[config.mk]
export PLATFORM = sky130hd
export DESIGN_NAME = bcd_counter_n
export DESIGN_NICKNAME = d
export VERILOG_FILES = /design/src/rtl/bcd_counter_n.sv
export SDC_FILE = /design/constraint.sdc
export NUM_CORES = 1
export LEC_CHECK = 0
export BUFFER_PORTS_ARGS = -buffer_cell sky130_fd_sc_hd__buf_2
export CAP_MARGIN = 20
export CORE_UTILIZATION = 35
export CTS_CLUSTER_SIZE = 12
export DETAILED_ROUTE_END_ITERATION = 10
export GPL_TIMING_DRIVEN = 0
export PLACE_DENSITY_LB_ADDON = 0.25
export SLEW_MARGIN = 10
export SYNTH_ARGS = -nofsm -noshare
export SYNTH_HDL_FRONTEND = slang
export SYNTH_SLANG_ARGS = --single-unit
[constraint.sdc]
create_clock -name clk -period 2.3 [get_ports clk]
set_clock_uncertainty 0.1 [all_clocks]
set_input_delay 0.575 -clock clk [delete_from_list [all_inputs] [get_ports clk]]
set_output_delay 0.575 -clock clk [all_outputs]
set_load 0.02 [all_outputs]
[src/rtl/bcd_counter_n.sv]
// bcd_counter_n: N-digit cascaded up/down counter with configurable digit
// radix, synchronous clear, clamped parallel load and wrap-or-saturate
// behaviour at full scale. The carry/borrow chain resolves combinationally,
// so every digit updates on the same edge.
module bcd_counter_n #(
  parameter int DIGITS = 4,
  parameter int DIG_W  = 4,
  parameter int RADIX  = 10,
  parameter bit WRAP   = 1'b1
) (
  input  logic                    clk,
  input  logic                    rst,
  input  logic                    ena,
  input  logic                    up_dn,
  input  logic                    clr,
  input  logic                    load,
  input  logic [DIGITS*DIG_W-1:0] load_data,
  output logic [DIGITS*DIG_W-1:0] Qdata,
  output logic                    carry_out,
  output logic                    sat,
  output logic                    at_max,
  output logic                    at_zero
);

  // Largest legal digit value; RADIX <= 2**DIG_W keeps this within DIG_W bits.
  localparam logic [DIG_W-1:0] D_MAX = DIG_W'(RADIX - 1);

  if (RADIX < 2 || RADIX > (1 << DIG_W)) begin : g_bad_radix
    $error("bcd_counter_n: RADIX must lie in 2..2**DIG_W");
  end

  logic [DIGITS-1:0]       dig_max;
  logic [DIGITS-1:0]       dig_zero;
  logic [DIGITS*DIG_W-1:0] q_step;
  logic [DIGITS*DIG_W-1:0] q_load;
  logic                    chain;
  logic [DIG_W-1:0]        cur;
  logic [DIG_W-1:0]        ld;
  logic                    full_scale;

  // Per-digit limit flags, rippled step enables, next stepped value and the
  // clamped load value, all from the current count.
  always_comb begin
    dig_max  = '0;
    dig_zero = '0;
    q_step   = Qdata;
    q_load   = '0;
    chain    = 1'b1;
    cur      = '0;
    ld       = '0;
    for (int i = 0; i < DIGITS; i++) begin
      cur         = Qdata[i*DIG_W +: DIG_W];
      dig_max[i]  = (cur == D_MAX);
      dig_zero[i] = (cur == '0);
      // A digit steps only when every lower digit is at its roll-over limit.
      if (chain) begin
        if (up_dn) q_step[i*DIG_W +: DIG_W] = dig_max[i]  ? '0    : cur + DIG_W'(1);
        else       q_step[i*DIG_W +: DIG_W] = dig_zero[i] ? D_MAX : cur - DIG_W'(1);
      end
      chain = chain & (up_dn ? dig_max[i] : dig_zero[i]);
      ld    = load_data[i*DIG_W +: DIG_W];
      q_load[i*DIG_W +: DIG_W] = (ld > D_MAX) ? D_MAX : ld;
    end
  end

  assign at_max     = &dig_max;
  assign at_zero    = &dig_zero;
  assign full_scale = up_dn ? at_max : at_zero;

  // Count register: clr beats load beats ena; full scale either wraps with a
  // one-cycle carry pulse or holds and flags sat.
  always_ff @(posedge clk or negedge rst) begin
    if (!rst) begin
      Qdata     <= '0;
      carry_out <= 1'b0;
      sat       <= 1'b0;
    end else if (clr) begin
      Qdata     <= '0;
      carry_out <= 1'b0;
      sat       <= 1'b0;
    end else if (load) begin
      Qdata     <= q_load;
      carry_out <= 1'b0;
      sat       <= 1'b0;
    end else if (ena) begin
      if (full_scale && !WRAP) begin
        carry_out <= 1'b0;
        sat       <= 1'b1;
      end else begin
        // Stepping from full scale in this branch is the wrap itself.
        Qdata     <= q_step;
        carry_out <= full_scale;
        sat       <= 1'b0;
      end
    end else begin
      carry_out <= 1'b0;
    end
  end

endmodule

== After elaboration in Yosys (flattened, before gate mapping) ==
Index checks and enable logic that the tools add are counted.

* Bits of input ports: 22
* Logic and storage cells: 69
* Bits in registers: 18

* $add $sub $neg: 8
* Bitwise logic cells: 2
* Muxes and demuxes: 32
* Reduce and logical (&&, ||, !) cells: 13
* $lt $le $gt $ge: 4
* Equal/unequal tests: 4

{| class="wikitable"
|+ Operators with widths
! operator !! number
|-
| 4-bit two-way mux || 19
|-
| 16-bit two-way mux || 3
|-
| 4-bit by 1-bit adder with 4-bit output, second input constant || 4
|-
| 4-bit == test, second input constant || 4
|-
| 4-bit > comparator, second input constant || 4
|-
| 4-bit zero test || 4
|-
| 4-bit by 1-bit subtractor with 4-bit output, second input constant || 4
|-
| 3-bit nonzero test || 4
|-
| 1-bit two-way mux || 10
|-
| 4-bit AND reduction || 2
|-
| 2-bit AND reduction || 3
|-
| 1-bit AND || 2
|}

== Depth between registers and ports, before layout ==
* Depth after elaboration: 8
* Mapped depth: 6

== Least setup slack after synthesis ==
No wires, ideal clock.

* Path kind: register -> output
* Start point: register Qdata[9]
* End point: output at_zero
* Cell stages (with the launch flop): 4
* Data required time: 1625 ps
* Path buffers: 1
* Arrival time: 1909 ps
* Path slack: -284 ps
* Cell sequence: dfrtp_1 -> buf_2 -> or4_1 -> nor4_1

* Word-level cells in the longest chain between the ends: 2

{| class="wikitable"
|+ RTL lines
! element !! line !! RTL
|-
| from (decl) || 18 || <nowiki>output logic [DIGITS*DIG_W-1:0] Qdata,</nowiki>
|-
| from (signal assigned) || 82 || <nowiki>Qdata <= q_load;</nowiki>
|-
| from (signal assigned) || 91 || <nowiki>Qdata <= q_step;</nowiki>
|-
| 4-bit zero test || 54 || <nowiki>dig_zero[i] = (cur == '0);</nowiki>
|-
| 4-bit AND reduction || 67 || <nowiki>assign at_zero = &dig_zero;</nowiki>
|-
| to (decl) || 22 || <nowiki>output logic at_zero</nowiki>
|}

No other way between the ends.

== Final worst setup path ==
* Start point: register Qdata[5]
* End point: output at_max

* Word-level cells in the longest chain between the ends: 2

{| class="wikitable"
|+ RTL lines
! element !! line !! RTL
|-
| 4-bit == test || 53 || <nowiki>dig_max[i] = (cur == D_MAX);</nowiki>
|-
| 4-bit AND reduction || 66 || <nowiki>assign at_max = &dig_max;</nowiki>
|-
| to (decl) || 21 || <nowiki>output logic at_max,</nowiki>
|}

No other way between the ends.

==> flow_summary.ini <==
[status]
status = finished, violations left
violations = negative setup slack

[run]
max_cap_violations = 0

[hold_path]
worstHoldPathType = primary input to async pin

[global_route]
global_route.overflow_total = 0
globalRouteTotalUtil_pct = 23.6
grt_pass1_wl_um = 9820
via_count_of_the_first_global_routing_pass = 1927
grt_start_max_net_pins = 18
initial_antenna_violation_count = 0

[cts]
clock_buffers_created_by_tritoncts = 3
worst_setup_hold_path_clk_slew_ns = 0.08
insertion_delay_ns = 0.26
ctsRootBufferMaster = sky130_fd_sc_hd__clkbuf_8
cts_hold_repair.buffers = 0
tritoncts = yes
cts-root-to-sink-buffers = 2
cts-htree-levels = 1
cts_num_sinks = 17

[synth]
synth_largest_area_cell = sky130_fd_sc_hd__dfrtp_1
synth_flop_cell = sky130_fd_sc_hd__dfrtp_1
cell_variety_after_synth = 68
synth_mux_area_share_pct = 4.48
postSynth.asyncResetShare_pct = 100
syn_area_per_cell_um2 = 8.12
seq_area_frac_synth_pct = 23.1
warnings_from_yosys = 0
synth_top_area_share_pct = 23.1
post_synth_fa_ha_maj_area_fraction_pct = 4.75
synthesis.instances = 227
synth_area_um2 = 1840
xor_xnor_cell_area_share_of_the_yosys_netlist_pct = 2.37
synth.top_cells.by_count = sky130_fd_sc_hd__dfrtp_1 (17), sky130_fd_sc_hd__nor2_1 (13), sky130_fd_sc_hd__a21oi_1 (12), sky130_fd_sc_hd__clkbuf_1 (12), sky130_fd_sc_hd__nand2_1 (11)
synth_fp_nets = 256
largest_family_of_logic_cells_by_synthesized_area = compound AO/OA/AOI/OAI gates
post_synth_and_or_nand_nor_area_fraction_pct = 27.9
ys_ff_latch = 17
synth-compound-area-share_pct = 30.4
synth-edff-count = 0
yosysMostFrequentCell = sky130_fd_sc_hd__dfrtp_1
synth_area_leaders = sky130_fd_sc_hd__dfrtp_1 (23%), sky130_fd_sc_hd__ha_1 (4.7%), sky130_fd_sc_hd__a21oi_1 (3.3%)

[power_and_ir_drop]
cell_internal_pwr_uw = 641
fraction_of_power_consumed_by_the_clock_network_pct = 23.6
power.combinational.fraction_pct = 44.1
vdd_ir_drop_max_v = 0.000164
power.leakage_uw = 0.00103
total_switching_power_uw = 409
netSwitchingFraction_pct = 39.0
seqPwrFrac_pct = 32.3
pwr_density_nw_per_um2 = 431
p_total_uw = 1050

[finish]
final_layout_size_suffix_gt1_share_pct = 34.4
flow.area_growth_from_synthesis_pct = 32.1
postLayoutCoreUtil_pct = 48.0
fin_nets = 321
n_antenna_cell = 0
final_cell_area_um2 = 2440

[route]
post-route-drc-count = 0
routed-via-count = 2061
drt_pass1_iterations = 4
dr.first_iter.drc_count = 202
routed_wire_length_per_instance_um = 16.5
drtAntennaViolNets = 0
drt_wl_total_um = 5970
routed_via_density = 5.71

[sta]
layout_worst_path_cycle_share_pct = 102
final-setup-viol-count = 2
final.min_clock_period_ns = 2.35
report.final.hold_viol_count = 0
fmaxAchievable_mhz = 425
setup_tns_ns = -0.0793
hold-worst-slack_ns = 0.136
tightest_slew_ns = 0.610
timing.max_slew.rel_slack_pct = 59.4
rsz0062_at_grt = yes
total_count_of_max_transition_violations_in_the_final_report = 0
timing.final.ws_setup_ns = -0.0531

[critical_path]
worst_ep_arrival_time_ns = 1.68
critical_path_peak_fanout = 3
type_of_the_worst_setup_path = register to output pin
crit-reg2reg-capture = Qdata[8]$_DFFE_PN0P_
worstPathRequired_ns = 1.62
timing.critical_path.from_type = register
worstRegToRegCells = 7
timing.rr.start = Qdata[1]$_DFFE_PN0P_
rrSetupSlack_ns = 0.13
endpoint_kind = output pin

[die]
floorplan.initialDensity_pct = 36.3
ios = 42
fp-row-count = 26
die_y_um = 74.6
floorplan.die.width_um = 74.6
fp.dieArea_um2 = 5560
core_region_area_um2 = 5070

[placed_design]
placedInstanceArea_um2 = 2140
finalWeightedCongestion = 0.891
hpwl_after_detailed_placement_um = 4050
io_buffer_count = 40
## metrics by stage
| stage | setup WS (ns) | std cells |
|---|---|---|
| final | -0.0531 | 361 |
| after global routing | -0.106 | 361 |
| after detailed placement | -0.0493 | 337 |
| after global placement | -0.0565 | 337 |
| after CTS | -0.0300 | 356 |
| after floorplan | -0.0857 | 227 |
## critical path, cell delays in order, from the launching register on
cell and delay [ns]:
sky130_fd_sc_hd__dfrtp_1 0.42, sky130_fd_sc_hd__or4_4 0.60, sky130_fd_sc_hd__nor4_4 0.19, sky130_fd_sc_hd__buf_4 0.19
## metal layers
layer,share of wire [%],GRT usage [%],up-vias
li1,-,-,992
met1,46,31.8,987
met2,48,37.3,71
met3,4.1,2.03,11
met4,2.3,13.0,0
met5,0,0,-
## area by class of cell
class | instances | area (um^2)
buffer | 19 | 103
clock buffer | 4 | 45.0
fill | 543 | 2640
tap | 70 | 87.6
multi-input combinational | 180 | 1370
timing repair buffer | 61 | 363
inverter | 10 | 40.0
sequential | 17 | 433
## kinds of logic (layout without fill, tap and decap cells)
group | count (synthesis) | after routing
mux | 8 | 8
xor+xnor | 5 | 5
other cells | 1 | 1
buf+inv | 30 | 94
flops | 17 | 17
simple gates | 85 | 85
compound gates | 74 | 74
fa+ha+maj | 7 | 7
## sequential cells by signal (all words and copies together), names as in the netlist
signal and cells:
carry_out 1, Qdata 16
## power groups by stage
stage | logic, uW | clock network [uW] | registers (uW)
after global routing | 509 | 267 | 342
after CTS | 446 | 257 | 339
after detailed placement | 382 | 0 | 352
after floorplan | 242 | 0 | 372
after global placement | 379 | 0 | 351
final | 463 | 248 | 340
## cells in the final DEF, fill, tap and decap left out, drive strengths merged, types with 6 or more instances in the layout
cell / n
buf: 68
dfrtp: 17
clkbuf: 16
nor2: 13
a21oi: 12
nand2: 11
o21ai: 11
inv: 10
nand3: 9
ha: 7
nand3b: 6
nand2b: 6
mux2i: 6
## how the worst max path moves through the flow
stage	startpoint	to	depth (start not counted)
finish	Qdata[5]$_DFFE_PN0P_	at_max	3
global route	Qdata[12]$_DFFE_PN0P_	at_zero	5
CTS	Qdata[1]$_DFFE_PN0P_	at_zero	5
detailed placement	Qdata[9]$_DFFE_PN0P_	at_max	4
global placement	Qdata[9]$_DFFE_PN0P_	at_max	4
floorplan	Qdata[9]$_DFFE_PN0P_	at_max	3
## repair_timing
item / in CTS / in global routing
endpoints found under the setup margin: 4 / 6
pin swaps: 4 / 3
resized for setup: 28 / 3
buffers inserted: 16 / 5
Power figures use the tool's default switching activity.
